$ cat config.mk
export PLATFORM = sky130hd
export DESIGN_NAME = instr_decode
export DESIGN_NICKNAME = d
export VERILOG_FILES = /design/src/rtl/instr_decode_pkg.sv /design/src/rtl/instr_decode.sv
export SDC_FILE = /design/constraint.sdc
export NUM_CORES = 1
export LEC_CHECK = 0
export CAP_MARGIN = 20
export CORE_MARGIN = 2
export CORE_UTILIZATION = 37
export CTS_CLUSTER_SIZE = 28
export DETAILED_ROUTE_END_ITERATION = 16
export PLACE_DENSITY = 0.8
export SYNTH_ARGS = -nofsm -noshare
export SYNTH_HDL_FRONTEND = slang
export SYNTH_SLANG_ARGS = --single-unit
$ cat constraint.sdc
create_clock -name clk -period 1.86 [get_ports clk]
set_input_delay 0.372 -clock clk [delete_from_list [all_inputs] [get_ports clk]]
set_output_delay 0.372 -clock clk [all_outputs]
set_load 0.03 [all_outputs]
$ cat src/rtl/instr_decode_pkg.sv
// Shared RV32I decode definitions: opcodes, immediate widths, the registered
// decode bundle, and the immediate extraction helpers.
package instr_decode_pkg;

   localparam int XLEN     = 32;
   localparam int REG_AW   = 5;

   localparam logic [6:0] OP_JAL    = 7'b1101111;
   localparam logic [6:0] OP_JALR   = 7'b1100111;
   localparam logic [6:0] OP_BRANCH = 7'b1100011;
   localparam logic [6:0] OP_LOAD   = 7'b0000011;
   localparam logic [6:0] OP_STORE  = 7'b0100011;
   localparam logic [6:0] OP_IMM    = 7'b0010011;
   localparam logic [6:0] OP_REG    = 7'b0110011;
   localparam logic [6:0] OP_LUI    = 7'b0110111;
   localparam logic [6:0] OP_AUIPC  = 7'b0010111;

   localparam int IMM_I_W = 12;
   localparam int IMM_S_W = 12;
   localparam int IMM_B_W = 13;
   localparam int IMM_J_W = 21;
   localparam int IMM_U_W = 20;

   typedef struct packed {
      logic              is_store;
      logic              is_load;
      logic              is_branch;
      logic              is_jump;
      logic              is_reg;
      logic              is_alu;
      logic [XLEN-1:0]   operand_a;
      logic [XLEN-1:0]   operand_b;
      logic [XLEN-1:0]   branch_dest;
      logic [REG_AW-1:0] dest;
      logic [2:0]        func3;
      logic              func7;
   } decode_t;

   function automatic logic [XLEN-1:0] imm_i(input logic [31:0] ins);
      return {{(XLEN-IMM_I_W){ins[31]}}, ins[31:20]};
   endfunction

   function automatic logic [XLEN-1:0] imm_s(input logic [31:0] ins);
      return {{(XLEN-IMM_S_W){ins[31]}}, ins[31:25], ins[11:7]};
   endfunction

   function automatic logic [XLEN-1:0] imm_b(input logic [31:0] ins);
      return {{(XLEN-IMM_B_W){ins[31]}}, ins[31], ins[7], ins[30:25], ins[11:8], 1'b0};
   endfunction

   function automatic logic [XLEN-1:0] imm_j(input logic [31:0] ins);
      return {{(XLEN-IMM_J_W){ins[31]}}, ins[31], ins[19:12], ins[20], ins[30:21], 1'b0};
   endfunction

   function automatic logic [XLEN-1:0] imm_u(input logic [31:0] ins);
      return {ins[31:12], {(XLEN-IMM_U_W){1'b0}}};
   endfunction

endpackage

$ cat src/rtl/instr_decode.sv
// RV32I decode stage: combinational register-file addresses, one-cycle
// registered class flags, operands, offsets and destination fields.
module instr_decode
   import instr_decode_pkg::*;
(
   input  logic              clk,
   input  logic              reset,
   input  logic [31:0]       instr,
   input  logic [XLEN-1:0]   rdata1,
   input  logic [XLEN-1:0]   rdata2,
   output logic [REG_AW-1:0] raddr1,
   output logic [REG_AW-1:0] raddr2,
   output logic              is_store,
   output logic              is_load,
   output logic              is_branch,
   output logic              is_jump,
   output logic              is_reg,
   output logic              is_alu,
   output logic [XLEN-1:0]   operand_a,
   output logic [XLEN-1:0]   operand_b,
   output logic [XLEN-1:0]   branch_dest,
   output logic [REG_AW-1:0] dest,
   output logic [2:0]        func3,
   output logic              func7
);

   decode_t dec_nxt;
   decode_t dec_q;

   logic [6:0]        opcode;
   logic [REG_AW-1:0] rd;
   logic [2:0]        f3;

   assign opcode = instr[6:0];
   assign rd     = instr[11:7];
   assign f3     = instr[14:12];

   assign raddr1 = reset ? '0 : instr[19:15];
   assign raddr2 = reset ? '0 : instr[24:20];

   // Everything not explicitly set for an opcode stays zero; unknown opcodes
   // therefore fall through as a bubble.
   always_comb begin
      dec_nxt = '0;
      unique case (opcode)
         OP_JAL: begin
            dec_nxt.is_jump   = 1'b1;
            dec_nxt.operand_a = imm_j(instr);
            dec_nxt.dest      = rd;
         end
         OP_JALR: begin
            dec_nxt.is_jump   = 1'b1;
            dec_nxt.is_reg    = 1'b1;
            dec_nxt.operand_a = rdata1;
            dec_nxt.operand_b = imm_i(instr);
            dec_nxt.dest      = rd;
         end
         OP_BRANCH: begin
            dec_nxt.is_branch   = 1'b1;
            dec_nxt.operand_a   = rdata1;
            dec_nxt.operand_b   = rdata2;
            dec_nxt.branch_dest = imm_b(instr);
            dec_nxt.func3       = f3;
         end
         OP_LOAD: begin
            dec_nxt.is_load   = 1'b1;
            dec_nxt.operand_a = rdata1;
            dec_nxt.operand_b = imm_i(instr);
            dec_nxt.dest      = rd;
            dec_nxt.func3     = f3;
         end
         OP_STORE: begin
            dec_nxt.is_store    = 1'b1;
            dec_nxt.operand_a   = rdata1;
            dec_nxt.operand_b   = rdata2;
            dec_nxt.branch_dest = imm_s(instr);
            dec_nxt.func3       = f3;
         end
         OP_IMM: begin
            dec_nxt.is_alu    = 1'b1;
            dec_nxt.operand_a = rdata1;
            dec_nxt.operand_b = imm_i(instr);
            dec_nxt.dest      = rd;
            dec_nxt.func3     = f3;
            // Only the shift-right immediates carry the arithmetic/logical select.
            dec_nxt.func7     = (f3 == 3'b101) ? instr[30] : 1'b0;
         end
         OP_REG: begin
            dec_nxt.is_alu    = 1'b1;
            dec_nxt.is_reg    = 1'b1;
            dec_nxt.operand_a = rdata1;
            dec_nxt.operand_b = rdata2;
            dec_nxt.dest      = rd;
            dec_nxt.func3     = f3;
            dec_nxt.func7     = instr[30];
         end
         OP_LUI: begin
            dec_nxt.is_alu    = 1'b1;
            dec_nxt.operand_b = imm_u(instr);
            dec_nxt.dest      = rd;
         end
         OP_AUIPC: begin
            dec_nxt.operand_a = imm_u(instr);
            dec_nxt.dest      = rd;
         end
         default: dec_nxt = '0;
      endcase
   end

   always_ff @(posedge clk) begin
      if (reset) begin
         dec_q <= '0;
      end else begin
         dec_q <= dec_nxt;
      end
   end

   assign is_store    = dec_q.is_store;
   assign is_load     = dec_q.is_load;
   assign is_branch   = dec_q.is_branch;
   assign is_jump     = dec_q.is_jump;
   assign is_reg      = dec_q.is_reg;
   assign is_alu      = dec_q.is_alu;
   assign operand_a   = dec_q.operand_a;
   assign operand_b   = dec_q.operand_b;
   assign branch_dest = dec_q.branch_dest;
   assign dest        = dec_q.dest;
   assign func3       = dec_q.func3;
   assign func7       = dec_q.func7;

endmodule

==> impl_metrics.toml <==
[floorplan]
core_area_um2 = 9328
die_x_um = 102.5
std_cell_rows = 35
fp.dieH_um = 102.5
die_area_um2 = 10500
io_pins = 219
initial_core_util = 0.3847

[run_status]
status = "completed"

[final_layout]
fillers = 736
syn_to_final_growth_pct = 75.91
stdcell_count = 708
diodes = 0
final_common_cell = "clkdlybuf4s50_1"
multi_input_area_um2 = 1446
nets = 672
final-seq-area_um2 = 1842
final_cell_mix = "clkdlybuf4s50_1, dfxtp_1, nand3_1"
drive_above_1_share = 0.1434

[route]
vias = 3628
wl_um = 12930
wl_met1_um = 5161
drt_iter0_drc = 130
via_per_inst = 5.124
antenna_left = 0
route.met2.wl_um = 6646
drcViolationCount = 0
highest_layer = "met4"
drtPass1Iterations = 4
wl_met3_um = 912
avgRoutedWirePerCell_um = 18.26

[critical_path]
cp_max_fo = 1
critPathKind = "flop to primary output"
worst-path-buf-inv = 1
required_ns = 1.49
cp.arrival_ns = 1.45
max_stage_delay_ns = 0.70
cpLargestDelayFamily = "buffers and inverters"
worstPathCellList = "clkdlybuf4s50_1"
end_kind = "primary output"
cpMaxStageDelayCell = "clkdlybuf4s50_1"
cp-start-kind = "flop"

[sta]
setup_slack_ns = 0.04119
rsz0062_at_grt = "no"
maxSlewHeadroom = 0.7544
clock.fmax_mhz = 549.8
setup_viol = 0
drv_slew = 0
worstMarginPinSlew_ns = 0.3673
period_share = 0.9779
finalHoldViolCount = 0
fin_crit_ns = 1.819

[pwr]
vdd_ir_drop_max_v = 0.0004444
p_leak_nw = 2.342
cellPowerDensity_nw_per_um2 = 650.5

[clocking]
cts_max_level = 3
cts.sinks = 92
cts_made_buffers = 9
clkSlewWorstSetupHoldPaths_ns = 0.10
cts_root_buffer = "clkbuf_8"
cts_tree = "yes"
clock_path_buffers = 2

[logic_synthesis]
avgSynthCellArea_um2 = 10.17
synth.distinct_cells = 35
netlist_area_um2 = 3588
syn_nets = 451
ys_ff_latch = 92
netlist_instances = 353
ys_warn_count = 0
seq_area_frac_synth = 0.5132

[grt]
grt_pass1_vias = 3449
grtUsageTotal = 0.2388
grt_pass1_wl_um = 18910
antenna_found_initial = 0
grt-ovfl-total = 0
grt_max_degree = 54

[place]
dp_slack_ns = -0.2466
dp_hpwl_um = 9725
routabilityCongestion = 0.8130
numPortBuffers = 218
dpl.cell_count = 692

[hold_path]
hp-class = "input port to flop"

[flow_run]
maxCapViolCount = 0
report_power, final:
| part | switching (mW) | total [mW] | internal (mW) |
|---|---|---|---|
| sequential | 0.00347 | 1.98 | 1.98 |
| combinational | 0.266 | 0.590 | 0.323 |
| clock | 0.753 | 1.53 | 0.781 |
| total | 1.02 | 4.11 | 3.08 |
Yosys cell counts:
cell type  count  area [um2]
dfxtp_1       92        1842
nand3_1       52       260.3
buf_2         27       135.1
a311oi_1      20       175.2
a22o_1        19       166.4
buf_4         19       142.6
and2_1        16       100.1
a211oi_1      14       105.1
o211ai_1      12       90.09
a221o_1       11       110.1
nor2b_1       11       68.82
clkbuf_1      10       37.54
nor3b_1        6       45.04
nor4_1         6       37.54
a21oi_1        5       25.02
inv_1          4       15.01
and3b_1        3       26.28
nand3b_1       3       22.52
nor2_1         3       11.26
nor3_1         3       15.01
and4b_1        2       20.02
nand4b_1       2       17.52
a211oi_4       1       20.02
a21o_1         1       7.510
a31oi_1        1       6.260
mux2i_1        1       10.01
nand2_1        1       3.750
nand2b_1       1       6.260
nand4bb_1      1       11.26
nor4b_1        1       8.760
nor4bb_1       1       10.01
o21bai_1       1       7.510
or2_1          1       6.260
or4b_4         1       13.76
xor2_1         1       8.760
cells by family (layout without fill, tap and decap cells):
kind of cell    Yosys count  after routing  synth area share
compound gates           85             85            0.1987
xor+xnor                  1              1          0.002441
buf+inv                  60            286           0.09205
flops                    92             92            0.5133
mux                       1              1          0.002790
simple gates            114            114            0.1907
repair_timing:
| item | 4_1_cts | 5_1_grt |
|---|---|---|
| hold buffers | 0 | 0 |
| buffers inserted | 0 | 0 |
| gates resized for setup | 20 | 0 |
| setup endpoints to repair | 20 | 0 |
layout make-up:
type	instances	share of cell area
repair buffers	266	0.4147
inverters	4	0.002379
multi-input cells	201	0.2291
clock inverters	7	0.01685
well taps	129	0.02557
flip-flops and latches	92	0.2918
clock buffers	9	0.01962
routing by layer:
| metal | vias up | track usage |
|---|---|---|
| met5 | - | 0 |
| met4 | 0 | 0.07897 |
| met3 | 14 | 0.04856 |
| met2 | 175 | 0.4238 |
| met1 | 1699 | 0.2877 |
| li1 | 1740 | - |
stage by stage:
step                      power (mW)  instance area (um2)    util  hold WS (ns)  setup TNS, ns
after floorplan                2.215                 3588       -        0.4824              0
after global placement         2.607                 6107  0.6547        0.9414         -7.274
after detailed placement       2.615                 6107  0.6547        0.9444         -10.83
after CTS                      4.133                 6312  0.6767        0.5525              0
after global routing           4.247                 6312  0.6767        0.5568              0
final                          4.106                 6312  0.6767        0.5680              0
worst paths after layout:
kind                          start             to  cells after the start
worst max-delay path  operand_a[12]  operand_a[12]                      1
worst min-delay path      rdata1[0]   operand_a[0]                      2
No activity file was read; power rests on OpenSTA's default activity.
